[src/rtl/sort_pkg.sv]
// Shared types and key helpers for the streaming byte sorter.
// Key is the byte with nibbles swapped: low nibble primary, high nibble secondary.
package sort_pkg;

   typedef enum logic [1:0] {LOAD, SORT, DRAIN} state_t;

   localparam int SORT_N = 8;

   function automatic logic [7:0] sort_key(input logic [7:0] x);
      return {x[3:0], x[7:4]};
   endfunction

   function automatic logic key_gt(input logic [7:0] a, input logic [7:0] b);
      return sort_key(a) > sort_key(b);
   endfunction

endpackage

[src/rtl/sort_cmp_swap.sv]
// Combinational compare-exchange; swaps only on strictly greater key, so equal keys keep order.
module sort_cmp_swap
   import sort_pkg::*;
#(
   parameter int W = 8
) (
   input  logic [W-1:0] lo,
   input  logic [W-1:0] hi,
   output logic [W-1:0] lo_o,
   output logic [W-1:0] hi_o
);

   logic swap;

   assign swap = key_gt(lo, hi);
   assign lo_o = swap ? hi : lo;
   assign hi_o = swap ? lo : hi;

endmodule

[src/rtl/sort_stream_engine.sv]
// Serial load of N bytes, N-cycle odd-even transposition sort, serial drain; first output N+1 cycles after final accept.
// Accepts input only in LOAD; holds out_data/out_last stable while out_ready is low in DRAIN.
module sort_stream_engine
   import sort_pkg::*;
#(
   parameter int N  = SORT_N,
   parameter int W  = 8,
   parameter int CW = $clog2(N)
) (
   input  logic         clk,
   input  logic         rst,
   input  logic         in_valid,
   output logic         in_ready,
   input  logic [W-1:0] in_data,
   output logic         out_valid,
   input  logic         out_ready,
   output logic [W-1:0] out_data,
   output logic         out_last,
   output logic         busy
);

   localparam logic [CW-1:0] LAST = CW'(N - 1);

   state_t        state;
   logic [CW-1:0] idx;
   logic [CW-1:0] phase;
   logic [CW-1:0] nxt_idx;
   logic [W-1:0]  mem      [N];
   logic [W-1:0]  even_buf [N];
   logic [W-1:0]  odd_buf  [N];
   logic [W-1:0]  next_buf [N];

   assign nxt_idx = idx + CW'(1);

   for (genvar i = 0; i < N/2; i++) begin : g_even
      sort_cmp_swap #(.W(W)) u_cs (
         .lo   (mem[2*i]),
         .hi   (mem[2*i+1]),
         .lo_o (even_buf[2*i]),
         .hi_o (even_buf[2*i+1])
      );
   end

   // Odd phases leave the two end entries untouched.
   assign odd_buf[0]   = mem[0];
   assign odd_buf[N-1] = mem[N-1];
   for (genvar i = 0; i < N/2 - 1; i++) begin : g_odd
      sort_cmp_swap #(.W(W)) u_cs (
         .lo   (mem[2*i+1]),
         .hi   (mem[2*i+2]),
         .lo_o (odd_buf[2*i+1]),
         .hi_o (odd_buf[2*i+2])
      );
   end

   always_comb begin
      for (int i = 0; i < N; i++) begin
         next_buf[i] = phase[0] ? odd_buf[i] : even_buf[i];
      end
   end

   always_ff @(posedge clk) begin
      if (rst) begin
         state     <= LOAD;
         idx       <= '0;
         phase     <= '0;
         in_ready  <= 1'b0;
         out_valid <= 1'b0;
         out_last  <= 1'b0;
         out_data  <= '0;
         busy      <= 1'b0;
         for (int i = 0; i < N; i++) mem[i] <= '0;
      end else begin
         case (state)
            LOAD: begin
               in_ready <= 1'b1;
               if (in_valid && in_ready) begin
                  mem[idx] <= in_data;
                  if (idx == LAST) begin
                     idx      <= '0;
                     phase    <= '0;
                     state    <= SORT;
                     in_ready <= 1'b0;
                     busy     <= 1'b1;
                  end else begin
                     idx <= nxt_idx;
                  end
               end
            end
            SORT: begin
               for (int i = 0; i < N; i++) mem[i] <= next_buf[i];
               phase <= phase + CW'(1);
               if (phase == LAST) begin
                  state     <= DRAIN;
                  idx       <= '0;
                  out_valid <= 1'b1;
                  out_data  <= next_buf[0];
                  out_last  <= 1'b0;
               end
            end
            DRAIN: begin
               if (out_ready) begin
                  if (out_last) begin
                     state     <= LOAD;
                     idx       <= '0;
                     out_valid <= 1'b0;
                     out_last  <= 1'b0;
                     out_data  <= '0;
                     busy      <= 1'b0;
                     in_ready  <= 1'b1;
                  end else begin
                     idx      <= nxt_idx;
                     out_data <= mem[nxt_idx];
                     out_last <= (nxt_idx == LAST);
                  end
               end
            end
            default: state <= LOAD;
         endcase
      end
   end

endmodule

[config.mk]
export PLATFORM = sky130hd
export DESIGN_NAME = sort_stream_engine
export DESIGN_NICKNAME = d
export VERILOG_FILES = /design/src/rtl/sort_pkg.sv /design/src/rtl/sort_cmp_swap.sv /design/src/rtl/sort_stream_engine.sv
export SDC_FILE = /design/constraint.sdc
export NUM_CORES = 1
export LEC_CHECK = 0
export BUFFER_PORTS_ARGS = -buffer_cell sky130_fd_sc_hd__clkbuf_2
export CORE_ASPECT_RATIO = 0.8
export CORE_UTILIZATION = 60
export CTS_BUF_LIST = sky130_fd_sc_hd__clkbuf_16
export CTS_CLUSTER_SIZE = 8
export DETAILED_ROUTE_END_ITERATION = 16
export PLACE_DENSITY = 0.78
export SLEW_MARGIN = 20
export SYNTH_ARGS = -nofsm -noshare
export SYNTH_HDL_FRONTEND = slang
export SYNTH_SLANG_ARGS = --single-unit
[constraint.sdc]
create_clock -name clk -period 2.9 [get_ports clk]
set_clock_uncertainty 0.05 [all_clocks]
set_input_delay 0.145 -clock clk [delete_from_list [all_inputs] [get_ports clk]]
set_output_delay 0.145 -clock clk [all_outputs]
set_load 0.05 [all_outputs]
# After elaboration in Yosys (flattened, before gate mapping)
# Memories as Yosys holds them, arrays and structs flattened.
# Cells that the tools add are included.
[word_totals]
memories = 1
mem_bits_rw = 64
in_bits = 12
reg_bits = 20
wordCells = 127
[op_classes]
muxes = 77
order_cmp = 7
n_eq_ne = 10
bitwise = 8
addsub = 2
reduce_logical = 14
[memory_table]
columns = ["name", "words", "width", "rd", "rd_clocked_by_memory_dff", "write_ports", "line_no", "source"]
rows = [
  ["mem", 8, 8, 9, 0, 8, "sort_stream_engine.sv:28", "logic [W-1:0] mem [N];"],
]
[ops]
columns = ["cell", "count"]
rows = [
  ["$mux W8", 34],
  ["$gt A8 B8 Y1", 7],
  ["$mux W3", 8],
  ["$mux W1", 22],
  ["$pmux W8 S2", 1],
  ["$mux W2", 5],
  ["$ne A2 B2 Y1 const B", 5],
  ["$reduce_and A5 Y1", 2],
  ["$eq A3 B3 Y1 const B", 3],
  ["$pmux W3 S3", 1],
  ["$reduce_and A3 Y1", 3],
  ["$or A1 B1 Y1", 8],
  ["$pmux W1 S2", 4],
  ["$reduce_and A4 Y1", 2],
  ["$reduce_or A8 Y1", 1],
  ["$add A3 B1 Y3 const B", 2],
  ["$pmux W2 S3", 1],
  ["$pmux W3 S2", 1],
  ["$reduce_bool A2 Y1", 3],
  ["$reduce_bool A3 Y1", 1],
  ["$eq A2 B1 Y1 const B", 1],
  ["$eq A2 B2 Y1 const B", 1],
  ["$logic_not A2 Y1", 1],
  ["$logic_and A1 B1 Y1", 1],
]

# Depth between registers and ports, before layout
# Gate-level depths: netlist (run 1).
[depth]
word_depth = 7
mapped_depth = 10

# Hierarchy
# A second synthesis (run 1) with hierarchy kept.
[unflattened]
hier_cells = 757
area_unflattened_um2 = 8535.7
[modules_own_cells]
columns = ["mod", "cells_per_inst", "instances", "seq_area_each_um2", "area_per_inst_um2"]
rows = [
  ["sort_stream_engine", 449, 1, 2322.2, 5197.5],
  ["sort_cmp_swap at g_even[0].u_cs ...", 44, 6, 0.0, 476.7],
  ["sort_cmp_swap at g_even[3].u_cs", 44, 1, 0.0, 478.0],
]

# Worst setup path after synthesis (run 1)
# No wires, ideal clock.
[synth_timing]
path_kind = "flip-flop to flip-flop"
start = "memory mem[2][3]"
end = "memory mem[2][0], enable pin"
setup_time_ps = 294
setup_slack_ps = 499
required_time_ps = 2556
path_stages_with_launch = 8
path_buffers = 0
arrival_time_ps = 2057
path_cell_list = "edfxtp_1 ha_1 nand4_1 or3_1 and3_1 a31oi_1 a21oi_1 or3_1"
[synth_rtl]
columns = ["item", "line_no"]
rows = [
  ["start, declared", "sort_stream_engine.sv:28"],
]

==> results.json, run 1 <==
{
  "wl_per_cell_um": 21.3,
  "area_growth_pct": 8.09,
  "grt_max_degree": 57,
  "yosysTopAreaCellShare": 0.294,
  "drive_gt1_frac": 0.125,
  "path_class": "flip-flop to flip-flop",
  "synth-edff-count": 64,
  "syn_nets": 763,
  "ys_top_cells_by_count": "nand2_1 (84), mux2i_1 (73), inv_1 (67)",
  "timing.reg2reg.setup_slack_ps": 160,
  "clock_latency_ps": 350,
  "r2r_cells": 7,
  "numCtsBuffers": 9,
  "peakVddDrop_v": 0.000301,
  "synthArstFlopShare": 0,
  "clock_sinks": 84,
  "syn_area_um2": 6550,
  "hold_path_class": "input pin to flip-flop",
  "min_from": "out_ready",
  "die_y_um": 95.4,
  "yosys.area.top_type": "edfxtp_1",
  "ios": 24,
  "critPathMaxFanout": 8,
  "rr_endpoint": "mem[2][1]$_DFFE_PP_",
  "grt_use_met3": 0.0682,
  "ctsHoldBuffers": 0,
  "die_w_um": 119,
  "drc_errors": 0,
  "synth_most_common_cell": "nand2_1",
  "p_leak_nw": 2.70,
  "p_sw_mw": 0.779,
  "fin_setup_tns_ps": 0,
  "syn-mean-instance-area_um2": 9.54,
  "htreeDepth": 3,
  "arrival_ps": 2720,
  "pre_cts_ws_ps": 208,
  "globalRouteMet1Util": 0.465,
  "utilization": 0.677,
  "synth_ff_type": "edfxtp_1",
  "firstDrtPassIters": 5,
  "relSlewSlack": 0.455,
  "netlist_instances": 686,
  "drtIter0Drc": 571,
  "yosys-top-cells-area": "edfxtp_1 (29%), ha_1 (12%), mux2i_1 (11%)",
  "place_area_um2": 6800,
  "grt_overflow_total": 0,
  "place_congestion": 0.873,
  "grtUsageTotal": 0.335,
  "ctsResizeCount": 0,
  "ys_ff_latch": 84,
  "intPower_mw": 2.11,
  "via_per_inst": 6.49,
  "worst_slew_pin_slew_ps": 811,
  "timing.final.ws_setup_ps": 163,
  "finalInstanceArea_um2": 7070,
  "wl_mm": 18.0,
  "rows": 33,
  "vias": 5488,
  "ys_seq_area_frac": 0.355,
  "status": "finished clean",
  "p_comb_frac": 0.135,
  "hold_violations": 0,
  "power.total_mw": 2.89,
  "worstPathRequired_ps": 2890,
  "ys_types": 56,
  "drv_slew": 0,
  "worst_setup_path_end_kind": "flip-flop",
  "grt_pass1_vias": 5309,
  "core_region_area_um2": 10400,
  "pwr-share-seq": 0.483,
  "crit_end": "mem[2][1]$_DFFE_PP_",
  "start_util": 0.627,
  "portBuffers": 23,
  "postRouteAntennaNets": 0,
  "pwr-share-clk": 0.382,
  "start_kind": "flip-flop",
  "p_per_area_nw_per_um2": 409,
  "yosysWarnings": 0,
  "post_cts_buffers": 0,
  "final.period_utilization": 0.944,
  "die_area_um2": 11300,
  "startpoint": "mem[2][3]$_DFFE_PP_",
  "regToRegStartpoint": "mem[2][3]$_DFFE_PP_",
  "setup_viol": 0,
  "grtUsageMet2": 0.535,
  "switching_share": 0.269,
  "hold-path-cell-count": 4,
  "fin_crit_ps": 2740,
  "diodes": 0,
  "grt_pass1_wl_mm": 28.7,
  "clockRootBuffer": "clkbuf_16",
  "clk_pin_slew_ps": 60,
  "rsz0062_at_grt": "no",
  "antenna_found_initial": 0,
  "cts_tree": "yes",
  "hpwl_mm": 13.2,
  "final_nets": 778,
  "cts_buffer_depth": 2,
  "cap_viol_max_count": 0,
  "fmax_mhz": 365,
  "grt.busiest_layer": "met2"
}
-- through the flow --
stage,hold slack [ps],cells
after CTS,135,846
final,132,846
after global routing,181,846
after detailed placement,441,830
after floorplan,309,686
after global placement,419,830
-- routing by layer --
metal / share of wire / vias to the layer above
li1: - / 2552
met1: 0.44 / 2649
met2: 0.45 / 248
met3: 0.086 / 39
met4: 0.020 / 0
met5: 0 / -
-- cells by family after synthesis --
kind of cell	count (synthesis)	synth area share
AO/OA/AOI/OAI	168	0.176
adder cells (fa/ha/maj)	65	0.124
buffers and inverters	116	0.0780
flip-flops	84	0.355
multiplexers	82	0.143
AND/OR/NAND/NOR	171	0.124
-- cells in the final DEF, fill, tap and decap left out, drive strengths merged, types with 4 or more instances in the layout --
| master | n |
|---|---|
| and3 | 4 |
| or3 | 5 |
| ha | 65 |
| dfxtp | 20 |
| a22oi | 8 |
| o31ai | 56 |
| nand4 | 7 |
| nand3 | 7 |
| mux2i | 73 |
| o41ai | 7 |
| inv | 76 |
| nand2b | 6 |
| nor2 | 40 |
| edfxtp | 64 |
| a211o | 9 |
| buf | 26 |
| a21oi | 33 |
| o21ai | 25 |
| clkbuf | 33 |
| mux4 | 9 |
| nor3 | 7 |
| nand2 | 86 |
| o211ai | 8 |
-- area by class of cell --
| type | instances | area (µm²) |
|---|---|---|
| flip-flops and latches | 84 | 2320 |
| clock inverters | 6 | 23.8 |
| fillers | 840 | 3370 |
| multi-input cells | 486 | 3710 |
| inverters | 71 | 267 |
| clock buffers | 10 | 250 |
| repair buffers | 49 | 323 |
| well taps | 140 | 175 |
-- worst min path at each step --
| stage | endpoint | slack, ps |
|---|---|---|
| 3_3_place_gp | phase[1]$_SDFFE_PP0P_ | 420 |
| 3_5_place_dp | out_valid$_SDFFE_PP0P_ | 440 |
| 6_report | busy$_SDFFE_PP0P_ | 130 |
| 5_1_grt | busy$_SDFFE_PP0P_ | 180 |
| 2_1_floorplan | busy$_SDFFE_PP0P_ | 310 |
| 4_1_cts | busy$_SDFFE_PP0P_ | 140 |
-- power groups by stage --
stage | clock network [mW] | logic [mW] | registers [mW]
6_report | 1.11 | 0.390 | 1.40
5_1_grt | 1.14 | 0.430 | 1.40
4_1_cts | 1.10 | 0.384 | 1.39
3_5_place_dp | 0 | 0.377 | 1.42
3_3_place_gp | 0 | 0.360 | 1.42
2_1_floorplan | 0 | 0.283 | 1.40
-- critical path, stage by stage, from the launching register on --
cell and delay (ps):
edfxtp_1 480, ha_1 360, nand4_1 150, or3_1 410, and3_1 190, a31oi_1 190
a21oi_1 90, or3_1 500
-- sequential cells by signal, summed over array words and instances, names as in the netlist --
| signal | count |
|---|---|
| busy | 1 |
| out_data | 8 |
| out_last | 1 |
| out_valid | 1 |
| phase | 3 |
| in_ready | 1 |
| idx | 3 |
| mem | 64 |
| state | 2 |
Note: power is estimated with default switching activity, not from simulation.
==> run 2: changes to the inputs <==
--- a/config.mk
+++ b/config.mk
@@ -6,12 +6,14 @@
 export NUM_CORES = 1
 export LEC_CHECK = 0
 export BUFFER_PORTS_ARGS = -buffer_cell sky130_fd_sc_hd__clkbuf_2
+export CELL_PAD_IN_SITES_DETAIL_PLACEMENT = 0
+export CELL_PAD_IN_SITES_GLOBAL_PLACEMENT = 1
 export CORE_ASPECT_RATIO = 0.8
-export CORE_UTILIZATION = 60
+export CORE_UTILIZATION = 50
 export CTS_BUF_LIST = sky130_fd_sc_hd__clkbuf_16
 export CTS_CLUSTER_SIZE = 8
 export DETAILED_ROUTE_END_ITERATION = 16
-export PLACE_DENSITY = 0.78
+export PLACE_DENSITY_LB_ADDON = 0.1
 export SLEW_MARGIN = 20
 export SYNTH_ARGS = -nofsm -noshare
 export SYNTH_HDL_FRONTEND = slang
==> run 2 against run 1 <==
Effect of this change:
- die area grew 20%
- highest routed layer unchanged
- total power grew 12%
- combinational power grew 4%
- global-route usage shrank 3.5 points
- critical path type unchanged
==> results.json, run 2 (same netlist as run 1, synthesis figures left out) <==
{
  "fin_setup_tns_ps": 0,
  "portBuffers": 23,
  "final_cell_mix": "nand2_1 (84), mux2i_1 (73), inv_1 (67)",
  "largest_reg_flops": 64,
  "place_congestion": 0.891,
  "rows": 36,
  "p_leak_nw": 2.73,
  "die_area_um2": 13600,
  "firstDrtPassIters": 5,
  "grt_overflow_total": 0,
  "core_region_area_um2": 12500,
  "grtUsageTotal": 0.300,
  "drive_gt1_frac": 0.134,
  "crit_buf_inv": 0,
  "htreeDepth": 3,
  "wl_per_cell_um": 21.6,
  "holdWs_ps": 127,
  "hold_violations": 0,
  "arrival_ps": 2670,
  "cts_tree": "yes",
  "peakVddDrop_v": 0.000394,
  "multi_input_comb_area_um2": 3710,
  "path_delay_family": "simple AND/OR/NAND/NOR gates",
  "rsz0062_at_grt": "no",
  "antenna_found_initial": 0,
  "grt_use_met3": 0.0710,
  "grt_max_degree": 54,
  "reg_top3": "mem (64), out_data (8)",
  "worst_setup_path_end_kind": "flip-flop",
  "vias": 5424,
  "fin_crit_ps": 2680,
  "clk_pin_slew_ps": 60,
  "cpMaxStageDelayCell": "or3_1",
  "path_class": "flip-flop to flip-flop",
  "clock_latency_ps": 350,
  "grtUsageMet2": 0.426,
  "mostFrequentLayoutCell": "nand2_1",
  "fmax_mhz": 373,
  "final_nets": 782,
  "cts_buffer_depth": 2,
  "ctsHoldBuffers": 0,
  "largest_register": "mem",
  "die_y_um": 104,
  "start_kind": "flip-flop",
  "worstPathRequired_ps": 2890,
  "ios": 24,
  "clockRootBuffer": "clkbuf_16",
  "postRouteAntennaNets": 0,
  "post_cts_buffers": 0,
  "status": "finished clean",
  "final.period_utilization": 0.926,
  "start_util": 0.525,
  "seq_area_um2": 2320,
  "ctsResizeCount": 0,
  "area_growth_pct": 10.3,
  "fillers": 1144,
  "grt.busiest_layer": "met1",
  "p_per_area_nw_per_um2": 448,
  "hpwl_mm": 14.3,
  "drtIter0Drc": 546,
  "wl_mm": 19.0,
  "cap_viol_max_count": 0,
  "grt_pass1_wl_mm": 30.0,
  "die_w_um": 130,
  "clock_sinks": 84,
  "relSlewSlack": 0.491,
  "via_per_inst": 6.16,
  "max_stage_delay_ps": 500,
  "cp_cell_sequence": "ha_1, nand4_1, or3_1, and3_1, a31oi_1, a21oi_1, or3_1",
  "critPathMaxFanout": 8,
  "globalRouteMet1Util": 0.442,
  "numCtsBuffers": 9,
  "cpMostUsedCell": "or3_1",
  "diodes": 0,
  "drc_errors": 0,
  "grt_pass1_vias": 5183,
  "worst_slew_pin_slew_ps": 758,
  "hold_path_class": "input pin to flip-flop",
  "drv_slew": 0,
  "setup_viol": 0
}
run 2: changes by cell type in the layout (fill, tap and decap cells not counted), sizes merged:
| cell | delta |
|---|---|
| clkinvlp | +2 |
| inv | -5 |
| buf | +4 |
| clkbuf | -1 |
| bufinv | +4 |
run 2: final timing paths:
kind,slack [ps],depth (start not counted),from,endpoint
setup / recovery,220,7,mem[2][3]$_DFFE_PP_,mem[2][5]$_DFFE_PP_
hold reg to reg,470,2,phase[2]$_SDFFE_PP0P_,phase[2]$_SDFFE_PP0P_
setup reg to reg,220,7,mem[2][3]$_DFFE_PP_,mem[2][5]$_DFFE_PP_
hold / removal,130,4,out_ready,busy$_SDFFE_PP0P_
run 2: metal layers:
metal,up-vias,wire (µm)
met2,228,7970
met1,2613,8720
met5,-,0
met4,0,437
li1,2560,-
met3,23,1880
run 2: report_power, final:
group | internal [mW] | total [mW] | leakage (nW) | switching (mW)
Clock | 0.926 | 1.43 | 0.169 | 0.503
Sequential | 1.34 | 1.40 | 0.824 | 0.0592
Combinational | 0.160 | 0.404 | 1.74 | 0.245
run 2: final cells by class:
type / count / area share
clock buffer: 9 / 0.0312
tap: 171 / 0.0296
clock inverter: 7 / 0.0192
timing repair buffer: 53 / 0.0471
sequential: 84 / 0.322
multi-input combinational: 486 / 0.514
inverter: 71 / 0.0369
run 2: through the flow:
stage	utilization	area, µm²	setup slack, ps	power (mW)	std cells
final	0.579	7220	216	3.23	881
after global routing	0.579	7220	90.4	3.34	881
after CTS	0.579	7220	213	3.24	881
after detailed placement	0.550	6860	232	1.82	865
after global placement	0.550	6860	336	1.81	865
after floorplan	-	6550	499	1.68	686
run 2: worst min-delay path, delay by kind of cell:
kind / cells / cell delay [ps]
simple gates: 2 / 160
compound gates: 1 / 70
buf+inv: 1 / 110
==> run 3: changes to the inputs <==
--- a/config.mk
+++ b/config.mk
@@ -9,7 +9,7 @@
 export CELL_PAD_IN_SITES_DETAIL_PLACEMENT = 0
 export CELL_PAD_IN_SITES_GLOBAL_PLACEMENT = 1
 export CORE_ASPECT_RATIO = 0.8
-export CORE_UTILIZATION = 50
+export CORE_UTILIZATION = 38
 export CTS_BUF_LIST = sky130_fd_sc_hd__clkbuf_16
 export CTS_CLUSTER_SIZE = 8
 export DETAILED_ROUTE_END_ITERATION = 16
==> run 3 against run 2 <==
Effect of this change:
- wire length is 1.2% higher
- highest routed layer unchanged
- count of clock-buffer cells in the layout grew 1
- fmax is 0.42% lower
- via count is 2.3% lower
- non-clock buffer count up 9
- critical path type unchanged
- first-iteration DRC count decreased by 33%
==> results.json, run 3 (same netlist as run 1, synthesis figures left out) <==
{
  "regToRegStartpoint": "mem[2][3]$_DFFE_PP_",
  "area_growth_pct": 11.0,
  "clock_sinks": 84,
  "path_delay_family": "simple AND/OR/NAND/NOR gates",
  "htreeDepth": 3,
  "cap_viol_max_count": 0,
  "place_congestion": 0.841,
  "portBuffers": 23,
  "clock_latency_ps": 360,
  "grt_pass1_vias": 5255,
  "final_cell_mix": "nand2_1 (84), mux2i_1 (73), inv_1 (69)",
  "timing.reg2reg.setup_slack_ps": 200,
  "grt_overflow_total": 0,
  "core_region_area_um2": 16700,
  "peakVddDrop_v": 0.000242,
  "worst_slew_pin_slew_ps": 856,
  "post_cts_buffers": 0,
  "worst_setup_path_end_kind": "flip-flop",
  "fin_setup_tns_ps": 0,
  "vias": 5301,
  "drive_gt1_frac": 0.143,
  "die_area_um2": 17800,
  "wl_mm": 19.2,
  "path_class": "flip-flop to flip-flop",
  "rsz0062_at_grt": "no",
  "max_stage_delay_ps": 510,
  "postRouteAntennaNets": 0,
  "diodes": 0,
  "numCtsBuffers": 9,
  "clk_pin_slew_ps": 70,
  "largest_register": "mem",
  "firstDrtPassIters": 5,
  "setup_viol": 0,
  "drv_slew": 0,
  "grtUsageTotal": 0.231,
  "drc_errors": 0,
  "die_y_um": 119,
  "p_per_area_nw_per_um2": 405,
  "hold_path_class": "input pin to flip-flop",
  "final_nets": 791,
  "relSlewSlack": 0.426,
  "cts_buffer_depth": 2,
  "p_leak_nw": 2.76,
  "hold-path-cell-count": 4,
  "timing.final.ws_setup_ps": 204,
  "start_util": 0.392,
  "antenna_found_initial": 0,
  "rows": 42,
  "die_w_um": 149,
  "fmax_mhz": 371,
  "fillers": 1666,
  "largest_reg_flops": 64,
  "hpwl_mm": 14.5,
  "crit_end": "mem[2][7]$_DFFE_PP_",
  "path_depth": 7,
  "startpoint": "mem[2][3]$_DFFE_PP_",
  "clockRootBuffer": "clkbuf_16",
  "worstPathRequired_ps": 2900,
  "mostFrequentLayoutCell": "nand2_1",
  "status": "finished clean",
  "grt_pass1_wl_mm": 30.6,
  "wl_per_cell_um": 20.5,
  "cp_cell_sequence": "ha_1, nand4_1, or3_1, and3_1, a31oi_1, a21oi_1, or3_1",
  "cpMostUsedCell": "or3_1",
  "r2r_cells": 7,
  "critPathMaxFanout": 8,
  "drtIter0Drc": 367,
  "ctsHoldBuffers": 0,
  "cts_tree": "yes",
  "rr_endpoint": "mem[2][7]$_DFFE_PP_",
  "grt_max_degree": 54,
  "pre_cts_ws_ps": 243,
  "final.period_utilization": 0.930,
  "start_kind": "flip-flop",
  "crit_buf_inv": 0,
  "cpMaxStageDelayCell": "or3_1",
  "ios": 24,
  "fin_crit_ps": 2700,
  "arrival_ps": 2690,
  "via_per_inst": 5.65,
  "ctsResizeCount": 0,
  "reg_top3": "mem (64), out_data (8)",
  "hold_violations": 0
}
run 3: worst min path at each step:
stage | startpoint | endpoint
detailed placement | out_valid$_SDFFE_PP0P_ | out_valid$_SDFFE_PP0P_
global placement | phase[2]$_SDFFE_PP0P_ | phase[2]$_SDFFE_PP0P_
floorplan | out_ready | busy$_SDFFE_PP0P_
global route | out_ready | busy$_SDFFE_PP0P_
finish | out_ready | busy$_SDFFE_PP0P_
CTS | out_ready | busy$_SDFFE_PP0P_
run 3: per-layer routing:
metal  routed length (µm)  GRT usage  part of all wire
met1                 9740      0.334              0.51
met2                 8460      0.355              0.44
met3                  852     0.0471             0.044
met4                  165     0.0415            0.0086
met5                    0          0                 0
run 3: metrics by stage:
| stage | hold slack [ps] | util | cell area (µm²) | total power [mW] | instances |
|---|---|---|---|---|---|
| detailed placement | 452 | 0.418 | 6990 | 1.82 | 923 |
| floorplan | 309 | - | 6550 | 1.68 | 686 |
| global placement | 422 | 0.418 | 6990 | 1.82 | 923 |
| finish | 97.2 | 0.435 | 7270 | 2.94 | 939 |
| CTS | 88.4 | 0.435 | 7270 | 2.97 | 939 |
| global route | 115 | 0.435 | 7270 | 3.07 | 939 |
run 3: worst reg2reg max path, stage by stage (launching register included):
cell and delay (ps):
edfxtp_1 450, ha_1 360, nand4_1 140, or3_1 420, and3_1 190, a31oi_1 170, a21oi_1 90, or3_1 510
run 3: power breakdown:
group          switching (mW)  internal, mW
Clock                   0.517         0.625
Sequential             0.0542          1.34
Combinational           0.241         0.167
run 3: cell type report:
cell class	instances	area, µm²	area share
inverter	71	267	0.0367
multi-input combinational	486	3710	0.511
timing repair buffer	62	408	0.0561
clock inverter	6	28.8	0.00396
sequential	84	2330	0.320
tap	220	275	0.0379
clock buffer	10	250	0.0344
